<file path="src/rtl/mem_io_pkg.sv">
// Shared types and constants for the LC-3 memory/IO controller.
// Holds the controller state encoding, the default IO address and the address widths.
package mem_io_pkg;

  localparam int ADDR_W      = 16;
  localparam int SRAM_ADDR_W = 20;

  localparam logic [ADDR_W-1:0] IO_ADDR_DEFAULT = 16'hFFFF;

  typedef enum logic [2:0] {
    S_IDLE,
    S_RD_ACC,
    S_WR_ACC,
    S_IO_DONE,
    S_DONE
  } state_e;

endpackage

</file>
<file path="src/rtl/mem_io_ctrl_wait_ctr.sv">
// 4-bit wait-state counter: loads a start value, counts down on request,
// and flags when it has reached zero.
module wait_ctr (
  input  logic       clk,
  input  logic       srst,
  input  logic       load,
  input  logic [3:0] load_val,
  input  logic       dec,
  output logic       zero
);

  logic [3:0] count_q;
  logic [3:0] count_d;

  always_comb begin
    count_d = count_q;
    if (load) begin
      count_d = load_val;
    end else if (dec && (count_q != 4'd0)) begin
      count_d = count_q - 4'd1;
    end
  end

  always_ff @(posedge clk) begin
    if (srst) begin
      count_q <= 4'd0;
    end else begin
      count_q <= count_d;
    end
  end

  assign zero = (count_q == 4'd0);

endmodule

</file>
<file path="src/rtl/mem_io_ctrl.sv">
// Memory/IO controller behind the LC-3 control unit: runs fixed-length SRAM
// accesses, serves the switch/hex IO word, and returns a one-cycle Ready.
module mem_io_ctrl
  import mem_io_pkg::*;
#(
  parameter int                WAIT_STATES = 2,
  parameter logic [ADDR_W-1:0] IO_ADDR     = IO_ADDR_DEFAULT
) (
  input  logic                   Clk,
  input  logic                   Reset,
  input  logic [ADDR_W-1:0]      ADDR,
  input  logic [15:0]            Data_from_CPU,
  input  logic                   Mem_CE,
  input  logic                   Mem_OE,
  input  logic                   Mem_WE,
  input  logic [15:0]            Switches,
  output logic [15:0]            Data_to_CPU,
  output logic                   Ready,
  output logic [15:0]            HEX_Data,
  output logic [SRAM_ADDR_W-1:0] SRAM_ADDR,
  output logic [15:0]            SRAM_DOUT,
  output logic                   SRAM_DQ_OE,
  input  logic [15:0]            SRAM_DIN,
  output logic                   SRAM_CE_N,
  output logic                   SRAM_OE_N,
  output logic                   SRAM_WE_N,
  output logic                   SRAM_UB_N,
  output logic                   SRAM_LB_N
);

  localparam logic [3:0] WAIT_LOAD = 4'(WAIT_STATES - 1);

  state_e            state_q, state_d;
  logic [ADDR_W-1:0] addr_q, addr_d;
  logic [15:0]       wdata_q, wdata_d;
  logic              is_wr_q, is_wr_d;
  logic [15:0]       rdata_q, rdata_d;
  logic [15:0]       hex_q, hex_d;
  logic              ready_q, ready_d;

  logic rd, wr;
  logic ctr_load, ctr_dec, ctr_zero;

  assign rd = ~Mem_CE & ~Mem_OE;
  assign wr = ~Mem_CE & ~Mem_WE;

  wait_ctr u_wait_ctr (
    .clk      (Clk),
    .srst     (Reset),
    .load     (ctr_load),
    .load_val (WAIT_LOAD),
    .dec      (ctr_dec),
    .zero     (ctr_zero)
  );

  always_comb begin
    state_d  = state_q;
    addr_d   = addr_q;
    wdata_d  = wdata_q;
    is_wr_d  = is_wr_q;
    rdata_d  = rdata_q;
    hex_d    = hex_q;
    ready_d  = 1'b0;
    ctr_load = 1'b0;
    ctr_dec  = 1'b0;

    unique case (state_q)
      S_IDLE: begin
        if (rd || wr) begin
          addr_d  = ADDR;
          wdata_d = Data_from_CPU;
          is_wr_d = wr;  // write wins when both strobes are active
          if (ADDR == IO_ADDR) begin
            state_d = S_IO_DONE;
          end else begin
            state_d  = wr ? S_WR_ACC : S_RD_ACC;
            ctr_load = 1'b1;
          end
        end
      end
      S_RD_ACC: begin
        if (!rd) begin
          state_d = S_IDLE;
        end else if (ctr_zero) begin
          rdata_d = SRAM_DIN;
          ready_d = 1'b1;
          state_d = S_DONE;
        end else begin
          ctr_dec = 1'b1;
        end
      end
      S_WR_ACC: begin
        if (!wr) begin
          state_d = S_IDLE;
        end else if (ctr_zero) begin
          ready_d = 1'b1;
          state_d = S_DONE;
        end else begin
          ctr_dec = 1'b1;
        end
      end
      S_IO_DONE: begin
        if (is_wr_q) begin
          hex_d = wdata_q;
        end else begin
          rdata_d = Switches;
        end
        ready_d = 1'b1;
        state_d = S_DONE;
      end
      S_DONE: begin
        // Hold here until the control unit drops its request so one request never runs twice.
        if (!rd && !wr) begin
          state_d = S_IDLE;
        end
      end
      default: state_d = S_IDLE;
    endcase
  end

  always_ff @(posedge Clk) begin
    if (Reset) begin
      state_q <= S_IDLE;
      addr_q  <= '0;
      wdata_q <= '0;
      is_wr_q <= 1'b0;
      rdata_q <= '0;
      hex_q   <= '0;
      ready_q <= 1'b0;
    end else begin
      state_q <= state_d;
      addr_q  <= addr_d;
      wdata_q <= wdata_d;
      is_wr_q <= is_wr_d;
      rdata_q <= rdata_d;
      hex_q   <= hex_d;
      ready_q <= ready_d;
    end
  end

  logic in_rd, in_wr;
  assign in_rd = (state_q == S_RD_ACC);
  assign in_wr = (state_q == S_WR_ACC);

  assign SRAM_CE_N  = ~(in_rd | in_wr);
  assign SRAM_OE_N  = ~in_rd;
  assign SRAM_WE_N  = ~in_wr;
  assign SRAM_UB_N  = SRAM_CE_N;
  assign SRAM_LB_N  = SRAM_CE_N;
  assign SRAM_DQ_OE = in_wr;
  assign SRAM_DOUT  = wdata_q;
  assign SRAM_ADDR  = {4'b0000, addr_q};

  assign Data_to_CPU = rdata_q;
  assign HEX_Data    = hex_q;
  assign Ready       = ready_q;

endmodule

</file>
<file path="config.mk">
export PLATFORM = sky130hd
export DESIGN_NAME = mem_io_ctrl
export DESIGN_NICKNAME = d
export VERILOG_FILES = /design/src/rtl/mem_io_pkg.sv /design/src/rtl/mem_io_ctrl_wait_ctr.sv /design/src/rtl/mem_io_ctrl.sv
export SDC_FILE = /design/constraint.sdc
export NUM_CORES = 1
export LEC_CHECK = 0
export CAP_MARGIN = 10
export CORE_MARGIN = 2
export CORE_UTILIZATION = 41
export DETAILED_ROUTE_END_ITERATION = 8
export PLACE_DENSITY = 0.81
export SYNTH_ARGS = -nofsm -noshare
export SYNTH_HDL_FRONTEND = slang
export SYNTH_SLANG_ARGS = --single-unit
</file>
<file path="constraint.sdc">
create_clock -name Clk -period 2.92 [get_ports Clk]
set_clock_uncertainty 0.2 [all_clocks]
set_input_delay 0.584 -clock Clk [delete_from_list [all_inputs] [get_ports Clk]]
set_output_delay 0.584 -clock Clk [all_outputs]
set_load 0.01 [all_outputs]
</file>
== Word-level counts from Yosys, hierarchy flattened ==
Cells that the tools add are included.
Word-level totals
  bits of input ports: 69
  bits in registers: 73
Operators by class
  bitwise operators: 9
  muxes and demuxes: 25
  equality and inequality tests: 10
  reduce and logical (&&, ||, !) cells: 15
  add/subtract/negate cells: 1
Operators with widths (number)
  two-way mux 16 bit: 3
  case mux 16 bit (2 select lines): 1
  == test 16 bit (second input constant): 1
  two-way mux 3 bit: 5
  case mux 3 bit (5 select lines): 1
  two-way mux 1 bit: 11
  inequality test 2 bit (second input constant): 5
  == test 3 x 2 -> 1 bit (second input constant): 2
  NOT 1 bit: 6
  AND reduction 2 bit: 3
  logical NOT 4 bit: 1
  two-way mux 2 bit: 2
  AND reduction 4 bit: 1
  nonzero test 2 bit: 2
  nonzero test 4 bit: 1
  subtractor 4 x 1 -> 4 bit (second input constant): 1
  == test 3 x 1 -> 1 bit (second input constant): 1
  == test 3 bit (second input constant): 1
  logical NOT 3 bit: 1
  case mux 1 bit (3 select lines): 1
  AND 1 bit: 2
  logical AND 1 bit: 2
  logical NOT 1 bit: 2
  case mux 1 bit (2 select lines): 1
  other kinds (3): 3

== Logic depth before layout (Yosys ltp) ==
  depth in word-level cells: 7
  mapped depth: 8

== Cells and area by module ==
Synthesis repeated with hierarchy kept, for this count alone.
Unflattened totals
  cells, all modules: 379
  area total of the unflattened synthesis: 3255.6 sq um
Modules (own cells, without submodules)
  mem_io_ctrl: cells an instance 350, area an instance 2992.9 sq um, instances 1
  wait_ctr: cells an instance 29, area an instance 262.8 sq um, instances 1

== Worst setup path before layout ==
No wires, ideal clock.
  kind: reg2reg
  start point: register u_wait_ctr.count_q[0]
  end point: register rdata_q[10] (netlist: Data_to_CPU[10])
  arrival time: 1.812 ns
  setup slack: 0.774 ns
  stages on the path, launching flop included: 9
  required time: 2.586 ns
  cells stage by stage: dfxtp_1 -> inv_1 -> ha_1 -> or3b_1 -> o41ai_4 -> and2_1 -> buf_2 -> buf_4 -> a211oi_1
On the way
  word-level cells in the longest chain between the ends: 3
Ends and longest elaborated chain
  start, declared: line mem_io_ctrl_wait_ctr.sv:12  | logic [3:0] count_q;
  start signal, assigned: line mem_io_ctrl_wait_ctr.sv:28  | count_q <= count_d;
  logical NOT 4 bit: line mem_io_ctrl_wait_ctr.sv:32  | assign zero = (count_q == 4'd0);
  inequality test 2 bit (no source line)
  AND reduction 4 bit (no source line)
  end signal, assigned: line mem_io_ctrl.sv:135  | rdata_q <= rdata_d;
  end, declared: line mem_io_ctrl.sv:37  | logic [15:0] rdata_q, rdata_d;
Every way passes these cells.
A chain may end at the register's enable or synchronous reset.

== Worst setup path in the final report ==
  start point: register state_q[2]
  end point: output port SRAM_CE_N
On the way
  word-level cells in the longest chain between the ends: 3
Ends and longest elaborated chain
  start, declared: line mem_io_ctrl.sv:33  | state_e state_q, state_d;
  start signal, assigned: line mem_io_ctrl.sv:131  | state_q <= state_d;
  == test 3 x 1 -> 1 bit / == test 3 x 2 -> 1 bit (equally long branches): line mem_io_ctrl.sv:142, mem_io_ctrl.sv:143
  bitwise OR 1 bit *: line mem_io_ctrl.sv:145  | assign SRAM_CE_N = ~(in_rd | in_wr);
  NOT 1 bit *: line mem_io_ctrl.sv:145
  end, declared: line mem_io_ctrl.sv:24  | output logic SRAM_CE_N,
Mark *: on every way between the ends. The rest lies on a longest branch, timed or not.

==> metrics.txt <==
status complete, no violations; fmax 373 MHz; power per standard cell area 523 mW/mm^2; clk buf depth 2; Worst-path clk slew 0.07 ns; Worst-Skew Late Latency 0.34 ns; Sink Count 73; routing usage on met2 35.5%; area of the core 0.00718 mm^2; post-synthesis register bit count 73; Post-synth EDFFs 0; GR met1 Demand/Resource 24.2%; CTS tree done; Critical Path RT 2.14 ns; die area 0.00803 mm^2; setup TNS 0 ns; post-cts gate resize count 0; setup bufs post-CTS 0; final hold vios 0; commonest non-fill, non-tap cell in the layout clkdlybuf4s50_1; Post-synth ARST share 0%; worst slew pin tran 0.695 ns; largest net degree at the start of global routing 37; first-pass GRT wire length 12700 um; Crit Path Class reg2out; RePlAce Congestion 0.788; layout cells sized above 1 5.47%; # rows 31; CP arrival 1.89 ns; Syn Inst Count 361; input/output buffers 139; gr busiest metal met2; Critical Path Sink Type output pin; Tightest Hold Check Type reg2reg; peak supply drop 0.000304 V; DR DRC count 0; Final nets 559; Avg Cell Area, Syn 8.33 um^2; Syn. warnings 0; slew margin rel. 53.7%; total gr overflow 0; CP Cell Sequence nand2b_1 > clkdlybuf4s50_1; HPWL after DPL 5950 um; crit-path max cell delay 0.63 ns; Area growth, synth to finish 56.0%; vias in the first global route 2760; met3 Use GR 5.21%; root buf cell clkbuf_8; Max Cap Viol 0; Routed Antenna Nets 0; Startpoint Class flop; RSZ-0062 raised after global routing no; Routed Wire Length 8240 um; cts-stage hold buffer count 0; wire length per cell 13.9 um; most frequent cells in the layout 138 x clkdlybuf4s50_1, 98 x nand2_1, 73 x dfxtp_1; CTS buffer count 9; Initial Util 41.9%; final setup fails 0; Fillers 591; Crit-path slowest cell clkdlybuf4s50_1; Top FF cell, synth dfxtp_1; Vias/cell 5.04; antenna violations before repair 0; Area after DPL 0.00444 mm^2; H-tree depth 3; Seq/Total Area, Yosys 48.6%; vias 2988; Die Wd 89.6 um; Leak 1.62 nW; Antenna Cells 0; Post-Syn Area 0.00301 mm^2; Final Max Slew Viols 0; GRT Overall Usage 20.5%; period utilization 91.7%; Final min period 2.68 ns; DRT Pass-1 Iters 4; Synth cell types 37; io pins 144; post-route cell area 0.00469 mm^2; DR iter-0 viols 158; CP Max Fanout 11; Die Span Y 89.6 um
[synthesized netlist by cell type (4+ instances only)]
master	number	area share (%)
a211oi_1	16	4.0
a21oi_1	71	12
buf_2	5	0.83
buf_4	9	2.2
clkbuf_1	17	2.1
dfxtp_1	73	49
mux2i_1	17	5.7
nand2_1	98	12
nand2b_1	4	0.83
nand4_1	5	1.0
nor2_1	7	0.87
o31ai_1	6	1.5
[metal layers]
metal / wire, um / up-vias
met2: 4190 / 95
met1: 3440 / 1391
li1: - / 1488
met3: 458 / 14
met4: 153 / 0
met5: 0 / -
[state kept, by name, summed over array words and instances (netlist names)]
| register | cells |
|---|---|
| is_wr_q | 1 |
| HEX_Data | 16 |
| Ready | 1 |
| SRAM_DOUT | 16 |
| addr_q | 16 |
| state_q | 3 |
| Data_to_CPU | 16 |
| u_wait_ctr.count_q | 4 |
[logic make-up after synthesis]
logic type	count (synthesis)	synth area share, %
compound gates	100	19.7
other cells	1	0.125
mux	17	5.66
xor+xnor	1	0.291
buf+inv	36	5.83
flops	73	48.6
simple gates	132	19.4
fa+ha+maj	1	0.416
[area by class of cell]
cell class | count | area [um^2] | area share, %
flip-flops and latches | 73 | 1460 | 31.2
repair buffers | 147 | 1460 | 31.1
multi-input cells | 255 | 1380 | 29.4
clock buffers | 10 | 138 | 2.94
well taps | 99 | 124 | 2.64
clock inverters | 6 | 115 | 2.46
inverters | 3 | 11.3 | 0.240
[path summary, 6_finish.rpt]
check	startpoint	to	slack, ns	cells past startpoint
max reg2reg	u_wait_ctr.count_q[0]	Data_to_CPU[15]	0.58	6
max	state_q[2]	SRAM_CE_N	0.24	2
min reg2reg	HEX_Data[1]	HEX_Data[1]	0.26	2
min	HEX_Data[1]	HEX_Data[1]	0.26	2
[power breakdown]
part	switching (mW)	leakage [nW]	internal, mW
logic	0.190	0.903	0.221
registers	0.0306	0.594	1.04
clock network	0.375	0.123	0.594
[worst max-delay path, delay by kind of cell (launching register included)]
kind                   cells  cell delay (ns)
DFF                        1             0.49
and+or+nand+nor            1             0.43
buffers and inverters      1             0.63
[through the flow]
step	hold WS (ns)	instances	setup slack [ns]	utilization, %	total power [mW]
floorplan	0.257	364	0.774	-	1.28
global placement	0.242	577	0.388	61.8	1.49
detailed placement	0.246	577	0.319	61.8	1.50
CTS	0.256	593	0.223	65.3	2.47
global route	0.277	593	0.145	65.3	2.55
finish	0.256	593	0.242	65.3	2.45
Power figures use the tool's default switching activity.
